## config.mk

```make
export PLATFORM = sky130hd
export DESIGN_NAME = dps_dec_arb
export DESIGN_NICKNAME = d
export VERILOG_FILES = /design/src/rtl/dps_pkg.sv /design/src/rtl/dps_dec_arb_rr.sv /design/src/rtl/dps_dec_arb.sv
export SDC_FILE = /design/constraint.sdc
export NUM_CORES = 1
export LEC_CHECK = 0
export ABC_AREA = 0
export CAP_MARGIN = 10
export CORE_UTILIZATION = 60
export CTS_CLUSTER_DIAMETER = 200
export CTS_CLUSTER_SIZE = 30
export DETAILED_ROUTE_END_ITERATION = 10
export PLACE_DENSITY_LB_ADDON = 0.1
export REMOVE_ABC_BUFFERS = 1
export SLEW_MARGIN = 20
export SYNTH_ARGS = -nofsm -noshare
export SYNTH_HDL_FRONTEND = slang
export SYNTH_SLANG_ARGS = --single-unit
```

## constraint.sdc

```tcl
create_clock -name clk -period 25.9 [get_ports clk]
set_clock_uncertainty 0.1 [all_clocks]
set_input_delay 5.18 -clock clk [delete_from_list [all_inputs] [get_ports clk]]
set_output_delay 5.18 -clock clk [all_outputs]
set_load 0.01 [all_outputs]
```

## src/rtl/dps_pkg.sv

```systemverilog
// dps_pkg: shared constants and decode helper for the 29-bit DPS
// (Fibonacci-numeral-system) codeword decoder.
// Weights use F(1)=F(2)=1, so the full-scale sum (1,664,079) fits in 21 bits.
package dps_pkg;

    localparam int CW = 29;
    localparam int DW = 21;

    typedef logic [DW-1:0] dw_t;
    typedef logic [CW-1:0] cw_t;

    // W[i] = F(i+1) for i=0..26, W[27] = 2*F(28), W[28] = F(29)
    localparam dw_t W [CW] = '{
        21'd1,      21'd1,      21'd2,      21'd3,      21'd5,
        21'd8,      21'd13,     21'd21,     21'd34,     21'd55,
        21'd89,     21'd144,    21'd233,    21'd377,    21'd610,
        21'd987,    21'd1597,   21'd2584,   21'd4181,   21'd6765,
        21'd10946,  21'd17711,  21'd28657,  21'd46368,  21'd75025,
        21'd121393, 21'd196418, 21'd635622, 21'd514229
    };

    function automatic dw_t fns_decode(input cw_t code);
        dw_t acc;
        acc = '0;
        for (int i = 0; i < CW; i++) begin
            if (code[i]) acc = acc + W[i];
        end
        return acc;
    endfunction

endpackage

```

## src/rtl/dps_dec_arb_rr.sv

```systemverilog
// rr_arb_nch: purely combinational round-robin arbiter. Searches req starting
// at ptr and wrapping modulo NCH; grants nothing while en is low.
module rr_arb_nch #(
    parameter int NCH = 4,
    parameter int CHW = $clog2(NCH)
) (
    input  logic [NCH-1:0] req,
    input  logic           en,
    input  logic [CHW-1:0] ptr,
    output logic [NCH-1:0] gnt_onehot,
    output logic [CHW-1:0] gnt_idx
);

    logic found;

    // First requesting channel at or after ptr wins
    always_comb begin
        gnt_onehot = '0;
        gnt_idx    = '0;
        found      = 1'b0;
        for (int k = 0; k < NCH; k++) begin
            if (en && !found && req[(int'(ptr) + k) % NCH]) begin
                found                                = 1'b1;
                gnt_onehot[(int'(ptr) + k) % NCH]    = 1'b1;
                gnt_idx                              = CHW'((int'(ptr) + k) % NCH);
            end
        end
    end

endmodule

```

## src/rtl/dps_dec_arb.sv

```systemverilog
// dps_dec_arb: one DPS codeword decoder shared by NCH channels through a
// round-robin arbiter, feeding a 2-stage elastic pipeline (S1: codeword and
// tag, S2: decoded word). Define DPS_DEC_FPCHK_EN to enable the forbidden
// 010/101 pattern check on out_err; otherwise out_err stays 0.
module dps_dec_arb
    import dps_pkg::*;
#(
    parameter int NCH = 4,
    parameter int CHW = $clog2(NCH)
) (
    input  logic              clk,
    input  logic              rst,
    input  logic [NCH*CW-1:0] in_code,
    input  logic [NCH-1:0]    in_valid,
    output logic [NCH-1:0]    in_ready,
    output logic [DW-1:0]     out_data,
    output logic [CHW-1:0]    out_ch,
    output logic              out_valid,
    input  logic              out_ready,
    output logic              out_err,
    output logic [15:0]       acc_cnt
);

    logic           s1_v, s2_v;
    logic [CW-1:0]  code_q;
    logic [CHW-1:0] ch_q;
    logic [CHW-1:0] rr_ptr;
    logic           adv1, adv2;
    logic [NCH-1:0] gnt;
    logic [CHW-1:0] gnt_idx;
    logic [CHW-1:0] ptr_next;
    logic           chk;

    assign adv2 = !s2_v || out_ready;
    assign adv1 = !s1_v || adv2;

    rr_arb_nch #(.NCH(NCH), .CHW(CHW)) u_arb (
        .req        (in_valid),
        .en         (adv1 && !rst),
        .ptr        (rr_ptr),
        .gnt_onehot (gnt),
        .gnt_idx    (gnt_idx)
    );

    assign in_ready  = gnt;
    assign out_valid = s2_v;
    assign ptr_next  = (gnt_idx == CHW'(NCH - 1)) ? '0 : gnt_idx + 1'b1;

`ifdef DPS_DEC_FPCHK_EN
    // Flag any isolated bit or isolated hole (010 / 101) in the held codeword
    always_comb begin
        chk = 1'b0;
        for (int i = 0; i < CW - 2; i++) begin
            if (code_q[i +: 3] == 3'b010 || code_q[i +: 3] == 3'b101) chk = 1'b1;
        end
    end
`else
    assign chk = 1'b0;
`endif

    // Arbitration into S1, decode into S2, and the accept counter
    always_ff @(posedge clk) begin
        if (rst) begin
            s1_v     <= 1'b0;
            s2_v     <= 1'b0;
            code_q   <= '0;
            ch_q     <= '0;
            out_data <= '0;
            out_ch   <= '0;
            out_err  <= 1'b0;
            rr_ptr   <= '0;
            acc_cnt  <= '0;
        end else begin
            if (adv1) begin
                if (|gnt) begin
                    code_q  <= in_code[int'(gnt_idx) * CW +: CW];
                    ch_q    <= gnt_idx;
                    s1_v    <= 1'b1;
                    rr_ptr  <= ptr_next;
                    acc_cnt <= acc_cnt + 16'd1;
                end else begin
                    s1_v    <= 1'b0;
                end
            end
            if (adv2) begin
                s2_v <= s1_v;
                if (s1_v) begin
                    out_data <= fns_decode(code_q);
                    out_ch   <= ch_q;
                    out_err  <= chk;
                end
            end
        end
    end

endmodule

```

==> results of run 1 <==
[worst max-delay path: cells and delay by family (launching register included)]
kind,cells,cell delay [ns]
adders and majority gates,14,4.19
DFF,1,0.36
AOI/OAI and AO/OA,26,4.98
and+or+nand+nor,20,3.13
xor gates and xnor gates,10,3.07
buffers and inverters,7,0.62
[cell families (layout without fill, tap and decap cells)]
| kind of cell | after synthesis | count (layout) |
|---|---|---|
| multiplexers | 35 | 35 |
| AO/OA/AOI/OAI | 486 | 486 |
| XOR/XNOR | 286 | 286 |
| buffers and inverters | 149 | 253 |
| flip-flops | 74 | 74 |
| AND/OR/NAND/NOR | 729 | 729 |
| other | 1 | 1 |
| adder cells (fa/ha/maj) | 36 | 36 |
[layer usage]
layer	GRT usage, %	routed length [µm]
met1	36.9	15300
met2	55.4	17000
met3	3.77	1830
met4	11.1	1120
met5	0	0
[state kept, by name (all words and copies together), names as in the netlist, named ones only]
register,count
s1_v,1
acc_cnt,16
out_ch,2
ch_q,2
rr_ptr,1
code_q,29
out_valid,1
out_data,21
[metrics by stage]
stage	std cells	setup slack (ns)	cell area, µm²
after floorplan	1711	11.10	12900
after global placement	2164	10.11	15000
after detailed placement	2164	9.46	15000
after CTS	2180	9.39	15300
after global routing	2180	7.70	15300
final	2180	9.27	15300
[Yosys cell counts, types with 8 or more instances]
master	n	area (µm²)
clkbuf_1	53	199
nand3b_1	8	60.1
o21ai_0	69	345
and3_1	26	163
ha_1	35	438
xnor2_2	9	146
nand3_1	52	260
buf_2	9	45.0
and2_1	55	344
o22ai_1	8	50.1
a21o_1	11	82.6
o21ai_1	25	125
xnor3_1	24	541
nand4_1	9	56.3
dfxtp_1	74	1480
xnor2_1	141	1230
o211ai_1	11	82.6
nor2_1	187	702
or3_1	11	68.8
a22oi_1	14	105
nor4_1	10	62.6
o21a_1	13	97.6
xnor3_2	8	190
a311oi_1	35	307
mux2i_1	26	260
nand2_1	227	852
a21oi_1	112	561
nand2b_1	23	144
inv_1	57	214
xor2_1	82	718
a21boi_0	8	60.1
o31ai_1	15	113
a211oi_1	48	360
nor3b_1	8	60.1
nor2b_1	14	87.6
nor3_1	44	220
[final timing paths]
kind              cells after the start      endpoint          from  slack, ns
setup / recovery                     77  out_data[20]     code_q[0]       9.27
hold / removal                        2  out_data[19]  out_data[19]       0.35
setup reg to reg                     77  out_data[20]     code_q[0]       9.27
hold reg to reg                       2  out_data[19]  out_data[19]       0.35
[area by class of cell]
| cell class | count | area (µm²) |
|---|---|---|
| fill | 1906 | 6540 |
| multi-input combinational | 1573 | 11200 |
| tap | 280 | 350 |
| clock buffer | 9 | 225 |
| inverter | 64 | 240 |
| timing repair buffer | 173 | 1710 |
| clock inverter | 7 | 85.1 |
| sequential | 74 | 1480 |
==> metrics.md, run 1 <==
| Metric | Value |
|---|---|
| Status | `finished, final reports clean` |
| Port-buffer cells | `166` |
| Critical path required time | `25.99 ns` |
| Synth Cell Area | `13400 µm²` |
| Worst slew pin tran | `0.878 ns` |
| EDFF count, synth | `0` |
| Synthesized-area fraction occupied by adder cells | `3.35%` |
| IO Pins | `168` |
| Synthesized flop and latch total | `74` |
| Die Width | `151 µm` |
| Distinct cell type count after synthesis | `135` |
| Global Route Usage Sum | `30.6%` |
| Layout Nets | `2053` |
| Htree depth | `3` |
| Crit. End Element | `register` |
| Longest Clk Path Bufs | `2` |
| First-pass iteration count of the detailed router | `5` |
| Final min period | `16.63 ns` |
| Worst-path clk slew | `0.07 ns` |
| CTS buffer count | `9` |
| Slew Viols, Final | `0` |
| Crit start category | `register` |
| Crit-path slowest cell | `xnor2_1` |
| Initial antenna violation count | `0` |
| Critical path data arrival time | `16.72 ns` |
| Syn Inst Count | `1796` |
| Routed Antenna Nets | `0` |
| Hold Slack | `0.354 ns` |
| Fin Setup TNS | `0 ns` |
| Max-slew headroom | `41.5%` |
| CTS tree | `built` |
| Worst-path fanout max | `7` |
| Largest net degree at the start of global routing | `76` |
| Commonest non-fill, non-tap cells in the layout | `227 x nand2_1, 187 x nor2_1, 165 x clkdlybuf4s50_1` |
| Largest family of logic cells by synthesized area | `simple AND/OR/NAND/NOR gates` |
| Antenna diode count | `0` |
| Max Cap Viol | `0` |
| CP max stage delay | `0.53 ns` |
| Vias in the first global route | `12.3k` |
| Die area | `22900 µm²` |
| Asr flop ratio synth | `0%` |
| Sink Count | `74` |
| Clk Latency, worst-skew pair | `0.36 ns` |
| Via density | `6.07` |
| Crit-path most repeated cell | `ha_1` |
| Max frequency | `60.1 MHz` |
| Floorplan row count | `54` |
| Synth Area in Compound Gates | `25.9%` |
| CORE AREA | `21800 µm²` |
| Mean post-synth cell area | `7.44 µm²` |
| Resized Gates After CTS | `0` |
| Post-Synth XOR/XNOR Area | `25.2%` |
| Total Wirelength | `35300 µm` |
| Synthesis warning total | `0` |
| Commonest non-fill, non-tap cell in the layout | `nand2_1` |
| Final Hold Fails | `0` |
| Routed len/inst | `16.2 µm` |
| Critical path class | `register to register` |
| Register area share after synthesis | `11.1%` |
| Post-layout util | `70.0%` |
| Post-synthesis simple-gate area fraction | `26.4%` |
| Initial Util | `61.2%` |
| Hold buffers post-CTS | `0` |
| Die Span Y | `151 µm` |
| Global route total overflow | `0` |
| Clock Root Buffer | `clkbuf_16` |
| Initial DRC Count | `675` |
| Min-delay worst type | `register to register` |
| Post-CTS Setup Inserts | `0` |
| Area grow syn2layout | `14.4%` |
| Mux cell area share after synthesis | `2.79%` |
| Layout cells sized above 1 | `7.00%` |
| Unrepaired setup endpoints after global routing | `no` |
| Residual DRC | `0` |
| First-pass GRT wire length | `57500 µm` |
| Final Wtd Congestion | `0.904` |
| Vias | `13.2k` |
| Endpoints failing setup | `0` |
| Fin crit share | `64.2%` |
| Synth Flop Type | `dfxtp_1` |
| Detailed placement HPWL | `27100 µm` |
Power of run 1 is not shown: default switching activity piles up to over one toggle a cycle in this logic, so the estimate is an artifact.
==> inputs of run 2 (changes only) <==
CORE_UTILIZATION = 53   (was 60)
clock period = 13.8 ns   (was 25.9 ns; I/O delays follow)
==> run 2 against run 1 <==
  * The flow now finishes with violations (negative setup slack)
  * Sequential share of layout area shrank 2.2 points
  * Register-to-register slack lost 10 ns
  * Maximum frequency grew 13%
  * Global-route usage up 1.4 points
  * Routed wire length increased by 43%
  * Clock-buffer cell count stayed put
  * Largest cell class unchanged
==> metrics.md, run 2 (same netlist as run 1, synthesis figures left out) <==
| Metric | Value |
|---|---|
| Inst Count DP | `2533 (+17%)` |
| Initial Util | `54.5% (-6.8 points)` |
| First-pass iteration count of the detailed router | `9 (+4)` |
| Clk Latency, worst-skew pair | `0.36 ns (about the same)` |
| Biggest register | `code_q` |
| Vias in the first global route | `14.8k (+20%)` |
| Worst slew pin tran | `0.920 ns (+0.0415 ns)` |
| Failing checks | `negative setup slack` |
| Final worst-path setup slack | `-0.975 ns (-10.24 ns)` |
| Status | `complete, but fails checks` |
| Fin area | `19900 µm² (+30%)` |
| Crit-path most repeated cell | `ha_1` |
| Global Route Usage Sum | `32.1% (+1.4 points)` |
| Largest net degree at the start of global routing | `76 (unchanged)` |
| Max-slew headroom | `38.6% (-2.9 points)` |
| Longest Clk Path Bufs | `2 (unchanged)` |
| Clock Root Buffer | `clkbuf_16` |
| Layout cells sized above 1 | `32.1% (+25 points)` |
| Die Span Y | `161 µm (+6.3%)` |
| First-pass GRT wire length | `69300 µm (+21%)` |
| Max FFs per register | `29 (unchanged)` |
| CP max stage delay | `0.52 ns (about the same)` |
| Min-delay worst type | `register to register` |
| Worst-path fanout max | `5 (-2)` |
| Layout Cells excl Fill | `2634 (+21%)` |
| Htree depth | `3 (unchanged)` |
| Initial antenna violation count | `0 (unchanged)` |
| Max frequency | `67.7 MHz (+13%)` |
| Total Wirelength | `50400 µm (+43%)` |
| Endpoints failing setup | `9 (+9)` |
| Global route total overflow | `0 (unchanged)` |
| Crit-path slowest cell | `xnor3_1` |
| Die Width | `161 µm (+6.3%)` |
| CORE AREA | `24500 µm² (+12%)` |
| Die area | `25800 µm² (+13%)` |
| Crit. End Element | `register` |
| Commonest non-fill, non-tap cell in the layout | `buf_4` |
| Post-layout util | `81.0% (+11 points)` |
| Sink Count | `74 (unchanged)` |
| Final Wtd Congestion | `0.889 (-1.7%)` |
| Hold buffers post-CTS | `0 (unchanged)` |
| Largest regs | `code_q: 29 flops, out_data: 21 flops, acc_cnt: 16 flops` |
| Layout Nets | `2463 (+20%)` |
| Area grow syn2layout | `48.7%` |
| Routed Antenna Nets | `0 (unchanged)` |
| Final Hold Fails | `0 (unchanged)` |
| Crit start category | `register` |
| Slew Viols, Final | `0 (unchanged)` |
| IO Pins | `168 (unchanged)` |
| Detailed placement HPWL | `30400 µm (+12%)` |
| Final min period | `14.78 ns (-1.86 ns)` |
| Critical path class | `register to register` |
| Commonest non-fill, non-tap cells in the layout | `396 x buf_4, 215 x nand2_1, 167 x nor2_1` |
| Unrepaired setup endpoints after global routing | `yes` |
| Port-buffer cells | `166 (unchanged)` |
| Routed len/inst | `19.1 µm (+18%)` |
| CTS tree | `built` |
| Fin crit share | `107% (+43 points)` |
| Worst-path clk slew | `0.08 ns (about the same)` |
| Placed inst area | `17500 µm² (+17%)` |
| CTS buffer count | `9 (unchanged)` |
| Floorplan row count | `57 (+5.6%)` |
| Fillers | `1513 (-21%)` |
| Via density | `6.19 (+2.0%)` |
| Initial DRC Count | `1426 (+110%)` |
| Antenna diode count | `0 (unchanged)` |
| Vias | `16.3k (+23%)` |
| Critical path required time | `13.92 ns (-12.07 ns)` |
| Critical path data arrival time | `14.89 ns (-1.83 ns)` |
| Max Cap Viol | `0 (unchanged)` |
| Residual DRC | `0 (unchanged)` |
-- run 2: cell count changes in the layout (fill, tap and decap cells not counted), sizes merged --
cell,previous run,this run
clkbuf,9,10
buf,8,417
-- run 2: final timing paths --
kind         slack [ns]         from  cells after the start            to
max               -0.98    code_q[1]                     76  out_data[20]
min                0.36  out_data[1]                      2   out_data[1]
max reg2reg       -0.98    code_q[1]                     76  out_data[20]
min reg2reg        0.36  out_data[1]                      2   out_data[1]
-- run 2: stage by stage --
| stage | setup slack [ns] | TNS, ns | hold slack, ns |
|---|---|---|---|
| finish | -0.975 | -6.44 | 0.355 |
| global route | -1.71 | -14.85 | 0.370 |
| global placement | -0.553 | -2.23 | 0.345 |
| floorplan | -0.999 | -4.72 | 0.326 |
| CTS | -0.135 | -0.379 | 0.353 |
| detailed placement | -1.09 | -6.08 | 0.346 |
-- run 2: cell type report --
cell class              count  area [µm²]  share of cell area [%]
clock buffers               9         225                    1.13
multi-input cells        1573       12500                    63.0
repair buffers            583        4900                    24.7
well taps                 324         405                    2.04
flip-flops and latches     74        1490                    7.50
clock inverters             7        82.6                   0.416
inverters                  64         240                    1.21
-- run 2: metal layers --
metal / part of all wire (%) / track usage (%) / routed length (µm)
met5: 0 / 0 / 0
met4: 6.2 / 11.5 / 3110
met3: 7.3 / 3.82 / 3670
met2: 49 / 59.4 / 24800
met1: 37 / 37.8 / 18800
-- run 2: critical path: cells and delay by family (launching register included) --
family	cells	cell delay (ns)
AO/OA/AOI/OAI	26	4.05
XOR/XNOR	10	2.61
adder cells (fa/ha/maj)	14	3.88
buffers and inverters	8	0.83
flip-flops	1	0.38
multiplexers	1	0.30
AND/OR/NAND/NOR	17	2.44
-- run 2: what timing repair did --
| action | CTS | global route |
|---|---|---|
| pin swaps | 79 | 89 |
| endpoints found under the setup margin | 9 | 10 |
| resized for setup | 117 | 177 |
| buffers inserted | 47 | 41 |
Power of run 2 is left out for the same reason.
==> inputs of run 3 (changes only) <==
GPL_ROUTABILITY_DRIVEN = 1   (was not set)
==> results of run 3 <==
Same layout as run 2: the final DEF is identical, and so are final timing and power.
Power of run 3 is left out for the same reason.
